## src/rtl/fifo_wr_arbiter.sv

```systemverilog
// fifo_wr_arbiter
//   Round-robin arbiter that shares one FIFO write port between NREQ
//   valid/ready producers. One producer owns the port for a burst of at
//   most BURST_LEN accepted beats; the FIFO full flag back-pressures the
//   owner combinationally, so no write is ever issued while full.
//
// Ports
//   clk, reset          : single clock, synchronous active-high reset
//   req_valid/req_ready : per-requester handshake, one bit per lane
//   req_data            : lane i occupies bits [i*DW +: DW]
//   fifo_we/fifo_data   : FIFO write side (data is zero when no write)
//   fifo_full           : FIFO full flag
//   grant_id/busy       : current burst owner, meaningful while busy=1
//   stat_sel/stat_clr   : statistics select / clear-all
//   stat_count          : accepted-beat count of requester stat_sel
//
// Build option
//   FIFO_ARB_STATS_EN : when defined, per-requester saturating 16-bit
//   accepted-beat counters are built; otherwise stat_count is tied to 0
//   and stat_sel/stat_clr are ignored (port list is identical).

module fifo_wr_arbiter #(
    parameter int NREQ      = 4,
    parameter int DW        = 8,
    parameter int BURST_LEN = 4,
    parameter int IW        = $clog2(NREQ)
) (
    input  logic               clk,
    input  logic               reset,
    input  logic [NREQ-1:0]    req_valid,
    input  logic [NREQ*DW-1:0] req_data,
    output logic [NREQ-1:0]    req_ready,
    output logic               fifo_we,
    output logic [DW-1:0]      fifo_data,
    input  logic               fifo_full,
    output logic [IW-1:0]      grant_id,
    output logic               busy,
    input  logic [IW-1:0]      stat_sel,
    input  logic               stat_clr,
    output logic [15:0]        stat_count
);

    typedef enum logic {
        IDLE,
        BURST
    } state_t;

    localparam logic [3:0]    LAST_BEAT = 4'(BURST_LEN - 1);
    localparam logic [IW-1:0] LAST_REQ  = IW'(NREQ - 1);

    state_t        state_q, state_d;
    logic [IW-1:0] owner_q, owner_d;
    logic [IW-1:0] rr_ptr_q, rr_ptr_d;
    logic [3:0]    beat_cnt_q, beat_cnt_d;

    logic [DW-1:0] lane [NREQ];
    logic          beat;
    logic          burst_end;
    logic          arb_found;
    logic [IW-1:0] arb_start;
    logic [IW-1:0] arb_winner;
    logic [IW-1:0] owner_next;

    for (genvar g = 0; g < NREQ; g++) begin : g_lane
        assign lane[g] = req_data[g*DW +: DW];
    end

    assign owner_next = (owner_q == LAST_REQ) ? '0 : owner_q + IW'(1);

    // At a burst end the scan starts just past the current owner, so the
    // owner is considered last and only wins again when alone.
    always_comb begin
        int unsigned idx;
        idx        = 0;
        arb_start  = (state_q == BURST) ? owner_next : rr_ptr_q;
        arb_found  = 1'b0;
        arb_winner = '0;
        for (int unsigned k = 0; k < NREQ; k++) begin
            idx = 32'(arb_start) + k;
            if (idx >= NREQ) begin
                idx = idx - NREQ;
            end
            if (!arb_found && req_valid[idx[IW-1:0]]) begin
                arb_found  = 1'b1;
                arb_winner = idx[IW-1:0];
            end
        end
    end

    always_comb begin
        state_d    = state_q;
        owner_d    = owner_q;
        rr_ptr_d   = rr_ptr_q;
        beat_cnt_d = beat_cnt_q;
        req_ready  = '0;
        fifo_we    = 1'b0;
        fifo_data  = '0;
        beat       = 1'b0;
        burst_end  = 1'b0;

        // Handshake is suppressed in the reset cycle so an offered beat is dropped.
        if (state_q == BURST && !reset) begin
            req_ready[owner_q] = !fifo_full;
            beat               = req_valid[owner_q] && !fifo_full;
        end

        if (beat) begin
            fifo_we    = 1'b1;
            fifo_data  = lane[owner_q];
            beat_cnt_d = beat_cnt_q + 4'd1;
        end

        burst_end = (state_q == BURST) &&
                    (!req_valid[owner_q] || (beat && beat_cnt_q == LAST_BEAT));

        case (state_q)
            IDLE: begin
                if (arb_found) begin
                    state_d    = BURST;
                    owner_d    = arb_winner;
                    beat_cnt_d = '0;
                end
            end
            BURST: begin
                if (burst_end) begin
                    rr_ptr_d = owner_next;
                    if (arb_found) begin
                        owner_d    = arb_winner;
                        beat_cnt_d = '0;
                    end else begin
                        state_d = IDLE;
                    end
                end
            end
            default: state_d = IDLE;
        endcase
    end

    always_ff @(posedge clk) begin
        if (reset) begin
            state_q    <= IDLE;
            owner_q    <= '0;
            rr_ptr_q   <= '0;
            beat_cnt_q <= '0;
        end else begin
            state_q    <= state_d;
            owner_q    <= owner_d;
            rr_ptr_q   <= rr_ptr_d;
            beat_cnt_q <= beat_cnt_d;
        end
    end

    assign grant_id = owner_q;
    assign busy     = (state_q == BURST);

`ifdef FIFO_ARB_STATS_EN
    logic [15:0] stat_cnt [NREQ];

    for (genvar g = 0; g < NREQ; g++) begin : g_stat
        logic [15:0] cnt_q, cnt_d;

        // Clear wins over a same-cycle increment; counters stick at all-ones.
        always_comb begin
            cnt_d = cnt_q;
            if (stat_clr) begin
                cnt_d = '0;
            end else if (beat && owner_q == IW'(g) && cnt_q != '1) begin
                cnt_d = cnt_q + 16'd1;
            end
        end

        always_ff @(posedge clk) begin
            if (reset) begin
                cnt_q <= '0;
            end else begin
                cnt_q <= cnt_d;
            end
        end

        assign stat_cnt[g] = cnt_q;
    end

    assign stat_count = (32'(stat_sel) < NREQ) ? stat_cnt[stat_sel] : '0;
`else
    logic unused_stat;

    assign unused_stat = ^{stat_sel, stat_clr};
    assign stat_count  = '0;
`endif

endmodule
```

## config.mk

```make
export PLATFORM = sky130hd
export DESIGN_NAME = fifo_wr_arbiter
export DESIGN_NICKNAME = d
export VERILOG_FILES = /design/src/rtl/fifo_wr_arbiter.sv
export SDC_FILE = /design/constraint.sdc
export NUM_CORES = 1
export LEC_CHECK = 0
export BUFFER_PORTS_ARGS = -buffer_cell sky130_fd_sc_hd__buf_2
export CAP_MARGIN = 30
export CORE_AREA = 5 5 62 50
export CTS_CLUSTER_SIZE = 16
export DETAILED_ROUTE_END_ITERATION = 10
export DIE_AREA = 0 0 67 55
export HOLD_SLACK_MARGIN = 0.15
export PLACE_DENSITY = 0.83
export SYNTH_ARGS = -nofsm -noshare
export SYNTH_HDL_FRONTEND = slang
export SYNTH_SLANG_ARGS = --single-unit
```

## constraint.sdc

```tcl
create_clock -name clk -period 6.4 [get_ports clk]
set_clock_uncertainty 0.1 [all_clocks]
set_input_delay 1.28 -clock clk [delete_from_list [all_inputs] [get_ports clk]]
set_output_delay 1.28 -clock clk [all_outputs]
set_load 0.1 [all_outputs]
```

==> run_results.csv, run 1 <==
group,metric,value,unit
outcome,status,"finished, final reports clean",
floorplan,die_w,67,um
grt,antenna_found_initial,0,
worst_setup_path,path_buf_inv,2,
sta,tightest_slew,795.9,ps
worst_setup_path,worst_path_most_repeated_cell,"buf_2",
route,routedWlPerCell,14.88,um
sta,drv_slew,0,
final_layout,drive_gt1_frac,0.4557,
grt,grt_pass1_wl,4084,um
grt,grt.busiest_layer,"met2",
final_layout,finalInstanceArea,1260,um^2
final_layout,nNetsFinal,206,
final_layout,final_core_util,0.5117,
worst_setup_path,path_cells,"buf_2 -> nor2_1 -> nand3_1 -> nor2b_1 -> buf_2",
logic_synthesis,synth_xor_area_frac,0.02605,
final_layout,diodes,0,
clocking,htree_levels,1,
sta,setup_viol,0,
route,drcViolationCount,0,
logic_synthesis,yosys_register_bits,9,
clocking,clk_latency,270,ps
route,drt_iter0_drc,42,
floorplan,placementRows,16,
logic_synthesis,avgSynthCellArea,9.514,um^2
floorplan,initial_core_util,0.4096,
worst_setup_path,worst-r2r-setup-slack,3630,ps
grt,use_met3,0.02222,
worst_setup_path,r2r-start,"grant_id[0]$_SDFFE_PP0P_",
logic_synthesis,synth_top_area_frac,0.2010,
power,p_per_area,215.8,nW/um^2
worst_setup_path,critPathCapture,"fifo_data[6]",
power,power,271.8,uW
logic_synthesis,synth_adder_area_share,0.06203,
sta,relSlewSlack,0.4687,
grt,grt_pass1_vias,881,
logic_synthesis,ys.flop_type,"dfxtp_1",
worst_setup_path,crit_required,5020,ps
final_layout,syn_to_final_growth,24.94,%
sta,max_freq,232.0,MHz
worst_setup_path,critPathKind,"in2out",
floorplan,core_area,2462,um^2
grt,grt_max_degree,17,
worst_setup_path,path_max_fanout,11,
clocking,clock_sinks,9,
clocking,cts_tree,"yes",
worst_setup_path,crit_arrival,2930,ps
floorplan,die_area,3685,um^2
worst_setup_path,endpoint_kind,"primary output",
power,power.leakage,0.6187,nW
clocking,clk_pin_slew_worst_paths,60,ps
logic_synthesis,synth_cell_type_count,35,
clocking,ctsResizeCount,0,
logic_synthesis,yosysSeqAreaShare,0.1787,
clocking,cts-buffers-inserted,3,
flow_run,drv_cap,0,
sta,finalSetupTns,0,ps
logic_synthesis,synth_compound_area_frac,0.1104,
logic_synthesis,synth_mux_area_frac,0.2419,
hold_path,hp-class,"reg2reg",
sta,hold_viol_final,0,
logic_synthesis,synthTopCellsByArea,"mux4_2, dfxtp_1, buf_4",
worst_setup_path,rr_endpoint,"grant_id[0]$_SDFFE_PP0P_",
logic_synthesis,synth-edff-count,0,
hold_path,min_path_cells,2,
placement,gp_congestion,0.8035,
route,ant_nets,0,
power,vdd_drop_max,0.0001272,V
sta,hold_slack,426.4,ps
route,vias,985,
logic_synthesis,yosys.area_share.simple,0.2134,
clocking,ctsHoldBuffers,0,
logic_synthesis,netlist.top_cell.by_area,"mux4_2",
logic_synthesis,syn_inst,106,
logic_synthesis,yosys_warnings,0,
placement,port_buffers,54,
floorplan,dieHeight,55,um
worst_setup_path,crit_family,"simple AND/OR/NAND/NOR gates",
worst_setup_path,crit_slowest_cell,"nand3_1",
placement,hpwlAfterDp,2410,um
logic_synthesis,synth_top_family_by_area,"multiplexers",
route,viasPerCell,5.077,
clocking,postCtsSetupRepairBufs,0,
worst_setup_path,worstSetupStartpointType,"input pin",
logic_synthesis,synth_area,1008,um^2
sta,finalCritPeriodShare,0.6735,
logic_synthesis,async_flop_share,0,
clocking,clk_path_buf_depth,2,
worst_setup_path,critPathMaxStageDelay,470,ps
route,drt_wl_total,2887,um
worst_setup_path,crit_start,"reset",
grt,grtUsageTotal,0.1460,
clocking,cts_root_buf,"clkbuf_4",
worst_setup_path,ff2ff_path_depth,6,
route,drt-pass1-iter-count,4,
sta,finalCriticalPeriod,4311,ps
grt,overflow,0,
worst_setup_path,crit_cells,5,
floorplan,io-pin-count,74,
placement,postPlaceCellArea,1234,um^2
grt,met2_usage,0.2594,
grt,grt_util_met1,0.1895,
sta,rsz0062_at_grt,"false",
[cells by family (layout without fill, tap and decap cells)]
group,count (synthesis),after routing
AND/OR/NAND/NOR,37,37
flip-flops,9,9
XOR/XNOR,3,3
adder cells (fa/ha/maj),5,5
other,1,16
buffers and inverters,26,63
AO/OA/AOI/OAI,12,12
multiplexers,13,13
[layout make-up]
class	instances	area, um^2
multi-input cells	86	719.4
repair buffers	54	270.3
clock buffers	4	26.28
well taps	36	45.04
inverters	5	18.77
fillers	232	1202
flip-flops and latches	9	180.2
[synth_stat cells (all sizes together) (3+ instances only)]
| master | instances |
|---|---|
| mux2i | 3 |
| nor2b | 10 |
| buf | 20 |
| ha | 5 |
| mux4 | 9 |
| o32ai | 3 |
| dfxtp | 9 |
| inv | 5 |
| nor2 | 9 |
| and3 | 5 |
| xor2 | 3 |
[routing by layer]
metal	share of wire	wire length [um]	vias to the layer above
met5	0	0	-
met4	0.0069	20	0
met3	0.066	190	3
met2	0.55	1583	41
met1	0.38	1093	481
li1	-	-	460
[worst min path at each step]
stage | start | end
2_1_floorplan | rr_ptr_q[0]$_SDFFE_PP0P_ | rr_ptr_q[0]$_SDFFE_PP0P_
3_3_place_gp | rr_ptr_q[0]$_SDFFE_PP0P_ | rr_ptr_q[0]$_SDFFE_PP0P_
3_5_place_dp | beat_cnt_q[1]$_SDFF_PP0_ | beat_cnt_q[1]$_SDFF_PP0_
4_1_cts | beat_cnt_q[1]$_SDFF_PP0_ | beat_cnt_q[1]$_SDFF_PP0_
5_1_grt | rr_ptr_q[1]$_SDFFE_PP0P_ | rr_ptr_q[1]$_SDFFE_PP0P_
6_report | beat_cnt_q[1]$_SDFF_PP0_ | beat_cnt_q[1]$_SDFF_PP0_
[layout by cell type, fill, tap and decap left out, types with 2 or more instances in the layout]
cell type | Yosys | layout
mux2i_1 | 3 | 3
dfxtp_1 | 9 | 9
inv_1 | 5 | 5
nor2_1 | 9 | 9
mux4_2 | 9 | 9
o32ai_2 | 2 | 2
nor2b_1 | 10 | 10
clkbuf_4 | 0 | 3
nand2_1 | 2 | 2
buf_2 | 3 | 54
and3_1 | 5 | 5
xor2_1 | 3 | 3
ha_1 | 5 | 5
a21oi_1 | 2 | 2
conb_1 | 1 | 16
nand4_1 | 2 | 2
[sequential cells by signal (all words and copies together), names as in the netlist]
register / count
busy: 1
grant_id: 2
rr_ptr_q: 2
beat_cnt_q: 4
[worst reg2reg max path, delay by kind of cell (launching register included)]
family	cells	cell delay [ps]
AND/OR/NAND/NOR	2	670
AO/OA/AOI/OAI	1	100
buffers and inverters	1	220
multiplexers	1	330
adder cells (fa/ha/maj)	1	400
flip-flops	1	840
[power breakdown]
part / switching (mW) / leakage (nW) / total (mW) / internal, mW
combinational: 0.107 / 0.530 / 0.153 / 0.0463
sequential: 0.0132 / 0.0735 / 0.0730 / 0.0598
clock: 0.0215 / 0.0150 / 0.0457 / 0.0241
total: 0.142 / 0.619 / 0.272 / 0.130
[metrics by stage]
stage,setup slack (ps),instances
2_1_floorplan,1719,121
3_3_place_gp,2243,190
3_5_place_dp,2135,190
4_1_cts,2129,194
5_1_grt,1985,194
6_report,2089,194
Power figures use the tool's default switching activity.
==> inputs of run 2 (changes only) <==
--- a/config.mk
+++ b/config.mk
@@ -7,12 +7,12 @@
 export LEC_CHECK = 0
 export BUFFER_PORTS_ARGS = -buffer_cell sky130_fd_sc_hd__buf_2
 export CAP_MARGIN = 30
-export CORE_AREA = 5 5 62 50
+export CORE_AREA = 5 5 64 52
 export CTS_CLUSTER_SIZE = 16
 export DETAILED_ROUTE_END_ITERATION = 10
-export DIE_AREA = 0 0 67 55
+export DIE_AREA = 0 0 69 57
 export HOLD_SLACK_MARGIN = 0.15
-export PLACE_DENSITY = 0.83
+export PLACE_DENSITY = 0.77
 export SYNTH_ARGS = -nofsm -noshare
 export SYNTH_HDL_FRONTEND = slang
 export SYNTH_SLANG_ARGS = --single-unit
==> constraint.sdc (replaced) <==
create_clock -name clk -period 4.4 [get_ports clk]
set_clock_uncertainty 0.1 [all_clocks]
set_input_delay 0.88 -clock clk [delete_from_list [all_inputs] [get_ports clk]]
set_output_delay 0.88 -clock clk [all_outputs]
set_load 0.1 [all_outputs]
==> run 2 against run 1 <==
Compared with the run above:
- clock-buffer cell count unchanged
- flip-flop and latch count unchanged
- non-clock buffer count up 1
==> run_results.csv, run 2 (synthesis gave the netlist of run 1 again) <==
group,metric,value,unit
outcome,status,"finished, final reports clean",
route,viasPerCell,4.939,
clocking,clk_latency,270,ps
clocking,cts_root_buf,"clkbuf_4",
placement,hpwlAfterDp,2586,um
power,seqPwrFrac,0.241,
sta,setup_slack,974.3,ps
worst_setup_path,worst_path_most_repeated_cell,"buf_2",
hold_path,hp-class,"reg2reg",
worst_setup_path,path_buf_inv,2,
clocking,clk_pin_slew_worst_paths,60,ps
worst_setup_path,crit_required,3420,ps
power,swShare,0.5225,
route,drt_wl_total,3075,um
sta,relSlewSlack,0.6533,
clocking,postCtsSetupRepairBufs,0,
power,vdd_drop_max,0.0001291,V
worst_setup_path,crit_arrival,2450,ps
floorplan,io-pin-count,74,
worst_setup_path,path_cells,"buf_2 -> mux4_2 -> nand3_1 -> nor2b_1 -> buf_2",
worst_setup_path,worstSetupStartpointType,"input pin",
sta,setup_viol,0,
clocking,ctsHoldBuffers,0,
sta,finalCritPeriodShare,0.7786,
worst_setup_path,crit_slowest_cell,"buf_2",
clocking,clock_sinks,9,
final_layout,syn_to_final_growth,25.93,%
sta,tightest_slew,519.3,ps
grt,grt_pass1_wl,4733,um
hold_path,hold-path-endpoint,"beat_cnt_q[3]$_SDFF_PP0_",
final_layout,register_area,180.2,um^2
worst_setup_path,critPathMaxStageDelay,450,ps
hold_path,min_from,"beat_cnt_q[3]$_SDFF_PP0_",
sta,max_freq,291.9,MHz
clocking,htree_levels,1,
route,drt_iter0_drc,38,
hold_path,min_path_cells,2,
placement,gp_congestion,0.7911,
final_layout,largest_reg_flops,4,
final_layout,top_register,"beat_cnt_q",
sta,rsz0062_at_grt,"false",
floorplan,initial_core_util,0.3704,
route,drt-pass1-iter-count,4,
floorplan,die_w,69,um
worst_setup_path,crit_family,"simple AND/OR/NAND/NOR gates",
route,drcViolationCount,0,
grt,grt_max_degree,17,
worst_setup_path,path_max_fanout,11,
floorplan,placementRows,17,
route,routedWlPerCell,15.61,um
final_layout,fillers,273,
worst_setup_path,ff2ff_path_depth,6,
floorplan,dieHeight,57,um
sta,finalSetupTns,0,ps
final_layout,drive_gt1_frac,0.4591,
power,p_per_area,316.5,nW/um^2
placement,port_buffers,54,
route,vias,973,
power,p_clk_frac,0.170,
floorplan,die_area,3933,um^2
clocking,cts-buffers-inserted,3,
worst_setup_path,r2r-start,"grant_id[1]$_SDFFE_PP0P_",
route,ant_nets,0,
power,p_sw,210.0,uW
worst_setup_path,rr_endpoint,"grant_id[1]$_SDFFE_PP0P_",
flow_run,drv_cap,0,
grt,grtUsageTotal,0.1492,
clocking,ctsResizeCount,0,
final_layout,diodes,0,
worst_setup_path,worst-r2r-setup-slack,1910,ps
worst_setup_path,critPathKind,"in2out",
power,pwr-share-comb,0.589,
power,power.leakage,0.6239,nW
power,p_int,192.0,uW
grt,grt_pass1_vias,980,
floorplan,core_area,2723,um^2
final_layout,final_cell_mix,"buf_2, conb_1, nor2b_1",
sta,drv_slew,0,
grt,overflow,0,
grt,antenna_found_initial,0,
final_layout,layout_commonest_cell,"buf_2",
worst_setup_path,endpoint_kind,"primary output",
sta,finalCriticalPeriod,3426,ps
placement,dp_slack,970.7,ps
clocking,clk_path_buf_depth,2,
clocking,cts_tree,"yes",
sta,hold_viol_final,0,
final_layout,nNetsFinal,207,
final_layout,multi_input_area,719.4,um^2
run 2: cell types whose count changed in the layout (fill, tap and decap cells not counted):
cell,previous run,this run
buf_4,0,1
run 2: through the flow:
stage | cells | instance area (um^2) | hold slack (ps) | total power, mW | utilization
floorplan | 121 | 1065 | 367.0 | 0.3014 | -
global placement | 193 | 1244 | 400.2 | 0.3272 | 0.4568
detailed placement | 193 | 1244 | 416.9 | 0.3332 | 0.4568
CTS | 197 | 1270 | 434.8 | 0.4035 | 0.4665
global route | 197 | 1270 | 481.4 | 0.4198 | 0.4665
finish | 197 | 1270 | 433.9 | 0.4020 | 0.4665
run 2: worst reg2reg max path: stages, from the launching register on:
cell	delay (ps)
dfxtp_1	650
inv_1	180
ha_1	360
mux2_2	330
or4_1	540
nand3_2	120
o32ai_2	100
run 2: layout make-up:
class,count,share of cell area
clock buffer,4,0.02069
inverter,5,0.01478
timing repair buffer,55,0.2187
sequential,9,0.1419
tap,38,0.03744
multi-input combinational,86,0.5665
run 2: worst max path at each step:
stage / startpoint / to / depth (start not counted)
after floorplan: grant_id[1]$_SDFFE_PP0P_ / fifo_data[0] / 5
after CTS: reset / fifo_data[0] / 5
final: req_valid[3] / fifo_data[0] / 5
after global routing: reset / fifo_data[6] / 5
after detailed placement: reset / fifo_data[0] / 5
after global placement: reset / fifo_data[5] / 5
run 2: routing by layer:
layer | track usage | vias up | share of wire
met3 | 0.04401 | 2 | 0.060
met4 | 0.03064 | 0 | 0.0046
met2 | 0.2799 | 32 | 0.56
met1 | 0.1688 | 476 | 0.37
li1 | - | 463 | -
met5 | 0 | - | 0
run 2: power by group through the flow:
stage          Clock (mW)  Combinational (mW)  Sequential [mW]
2_1_floorplan           0               0.183            0.118
3_3_place_gp            0               0.229           0.0981
4_1_cts            0.0701               0.237           0.0967
6_report           0.0685               0.237           0.0968
3_5_place_dp            0               0.235           0.0986
5_1_grt            0.0738               0.248           0.0978
==> inputs of run 3 (changes only) <==
==> constraint.sdc (replaced) <==
create_clock -name clk -period 3.2 [get_ports clk]
set_clock_uncertainty 0.1 [all_clocks]
set_input_delay 0.64 -clock clk [delete_from_list [all_inputs] [get_ports clk]]
set_output_delay 0.64 -clock clk [all_outputs]
set_load 0.1 [all_outputs]
==> run 3 against run 2 <==
Compared with the run above:
- cell count is 0.51% higher
- wire length is 4.9% lower
- worst setup slack worse by 620 ps
- critical endpoint is now fifo_data[4]
- largest power group unchanged
==> run_results.csv, run 3 (synthesis gave the netlist of run 1 again) <==
group,metric,value,unit
final_layout,syn_to_final_growth,44.79,%
grt,grt_pass1_wl,4636,um
sta,finalSetupTns,0,ps
route,routedWlPerCell,14.77,um
clocking,clk_latency,260,ps
floorplan,dieHeight,57,um
floorplan,placementRows,17,
worst_setup_path,path_max_fanout,8,
power,p_per_area,392.3,nW/um^2
grt,antenna_found_initial,0,
worst_setup_path,critPathKind,"in2out",
final_layout,diodes,0,
clocking,clock_sinks,9,
power,vdd_drop_max,0.0002064,V
clocking,htree_levels,1,
clocking,cts_tree,"yes",
flow_run,drv_cap,0,
grt,overflow,0,
worst_setup_path,worstSetupStartpointType,"input pin",
final_layout,drive_gt1_frac,0.5250,
sta,finalCritPeriodShare,0.8881,
final_layout,fillers,258,
final_layout,largest_reg_flops,4,
final_layout,stdcell_count,198,
route,drt_wl_total,2925,um
route,viasPerCell,4.914,
sta,setup_viol,0,
placement,port_buffers,54,
route,vias,973,
sta,drv_slew,0,
outcome,status,"finished, final reports clean",
worst_setup_path,endpoint_kind,"primary output",
final_layout,final_cell_mix,"buf_2, conb_1, nor2_1, mux4_2",
final_layout,layout_commonest_cell,"buf_2",
clocking,ctsResizeCount,0,
floorplan,initial_core_util,0.3704,
sta,finalCriticalPeriod,2842,ps
grt,grt_max_degree,17,
clocking,clk_path_buf_depth,2,
sta,hold_viol_final,0,
clocking,cts-buffers-inserted,3,
placement,dp_cells,194,
clocking,ctsHoldBuffers,0,
grt,grt_pass1_vias,962,
worst_setup_path,crit_arrival,2100,ps
route,drcViolationCount,0,
route,drt-pass1-iter-count,4,
placement,hpwlAfterDp,2455,um
floorplan,core_area,2723,um^2
floorplan,die_w,69,um
floorplan,io-pin-count,74,
floorplan,die_area,3933,um^2
hold_path,hp-class,"reg2reg",
sta,max_freq,351.9,MHz
worst_setup_path,crit_required,2460,ps
final_layout,nNetsFinal,208,
clocking,postCtsSetupRepairBufs,0,
clocking,clk_pin_slew_worst_paths,60,ps
clocking,cts_root_buf,"clkbuf_4",
sta,rsz0062_at_grt,"false",
route,ant_nets,0,
grt,grtUsageTotal,0.1473,
final_layout,top_register,"beat_cnt_q",
placement,gp_congestion,0.8079,
worst_setup_path,worst-r2r-setup-slack,810,ps
route,drt_iter0_drc,52,
power,power.leakage,0.6864,nW
==> run 3: cell count changes in the layout (fill, tap and decap cells not counted), sizes merged <==
cell	delta
buf	+1
==> run 3: power breakdown <==
part | switching (mW) | total, mW | internal [mW]
Clock | 0.0397 | 0.0878 | 0.0481
Combinational | 0.234 | 0.351 | 0.117
Sequential | 0.0134 | 0.134 | 0.121
Total | 0.287 | 0.573 | 0.286
==> run 3: through the flow <==
| step | cell area [um^2] | hold WS, ps | utilization | worst slack, ps | total power [mW] |
|---|---|---|---|---|---|
| after global placement | 1434 | 398.2 | 0.5267 | 387.2 | 0.4772 |
| after floorplan | 1127 | 367.0 | - | 199.7 | 0.4295 |
| final | 1460 | 442.5 | 0.5363 | 358.0 | 0.5728 |
| after global routing | 1460 | 472.9 | 0.5363 | 292.7 | 0.6044 |
| after detailed placement | 1434 | 420.1 | 0.5267 | 369.2 | 0.4846 |
| after CTS | 1460 | 443.5 | 0.5363 | 361.7 | 0.5758 |
==> run 3: final cells by class <==
class                   instances  area, um^2  area share
multi-input cells              86       779.5      0.5338
repair buffers                 56       405.4      0.2776
inverters                       5       18.77     0.01285
flip-flops and latches          9       182.7      0.1251
clock buffers                   4       26.28     0.01799
well taps                      38       47.55     0.03256
==> run 3: worst paths after layout <==
check,start,to,cells past startpoint
worst max-delay path,req_valid[3],fifo_data[4],6
worst min-delay path,beat_cnt_q[3]$_SDFF_PP0_,beat_cnt_q[3]$_SDFF_PP0_,2
worst min register to register,beat_cnt_q[3]$_SDFF_PP0_,beat_cnt_q[3]$_SDFF_PP0_,2
worst max register to register,grant_id[0]$_SDFFE_PP0P_,grant_id[1]$_SDFFE_PP0P_,7
==> run 3: per-layer routing <==
| layer | vias to the layer above | GRT usage | share of wire |
|---|---|---|---|
| li1 | 465 | - | - |
| met1 | 459 | 0.1817 | 0.40 |
| met2 | 43 | 0.2500 | 0.53 |
| met3 | 6 | 0.03873 | 0.047 |
| met4 | 0 | 0.05292 | 0.022 |
| met5 | - | 0 | 0 |
==> run 3: critical path, stage by stage <==
cell and delay (ps):
buf_2 130, mux4_2 570, nand3_1 220, buf_4 290, nor2b_4 70, buf_12 170
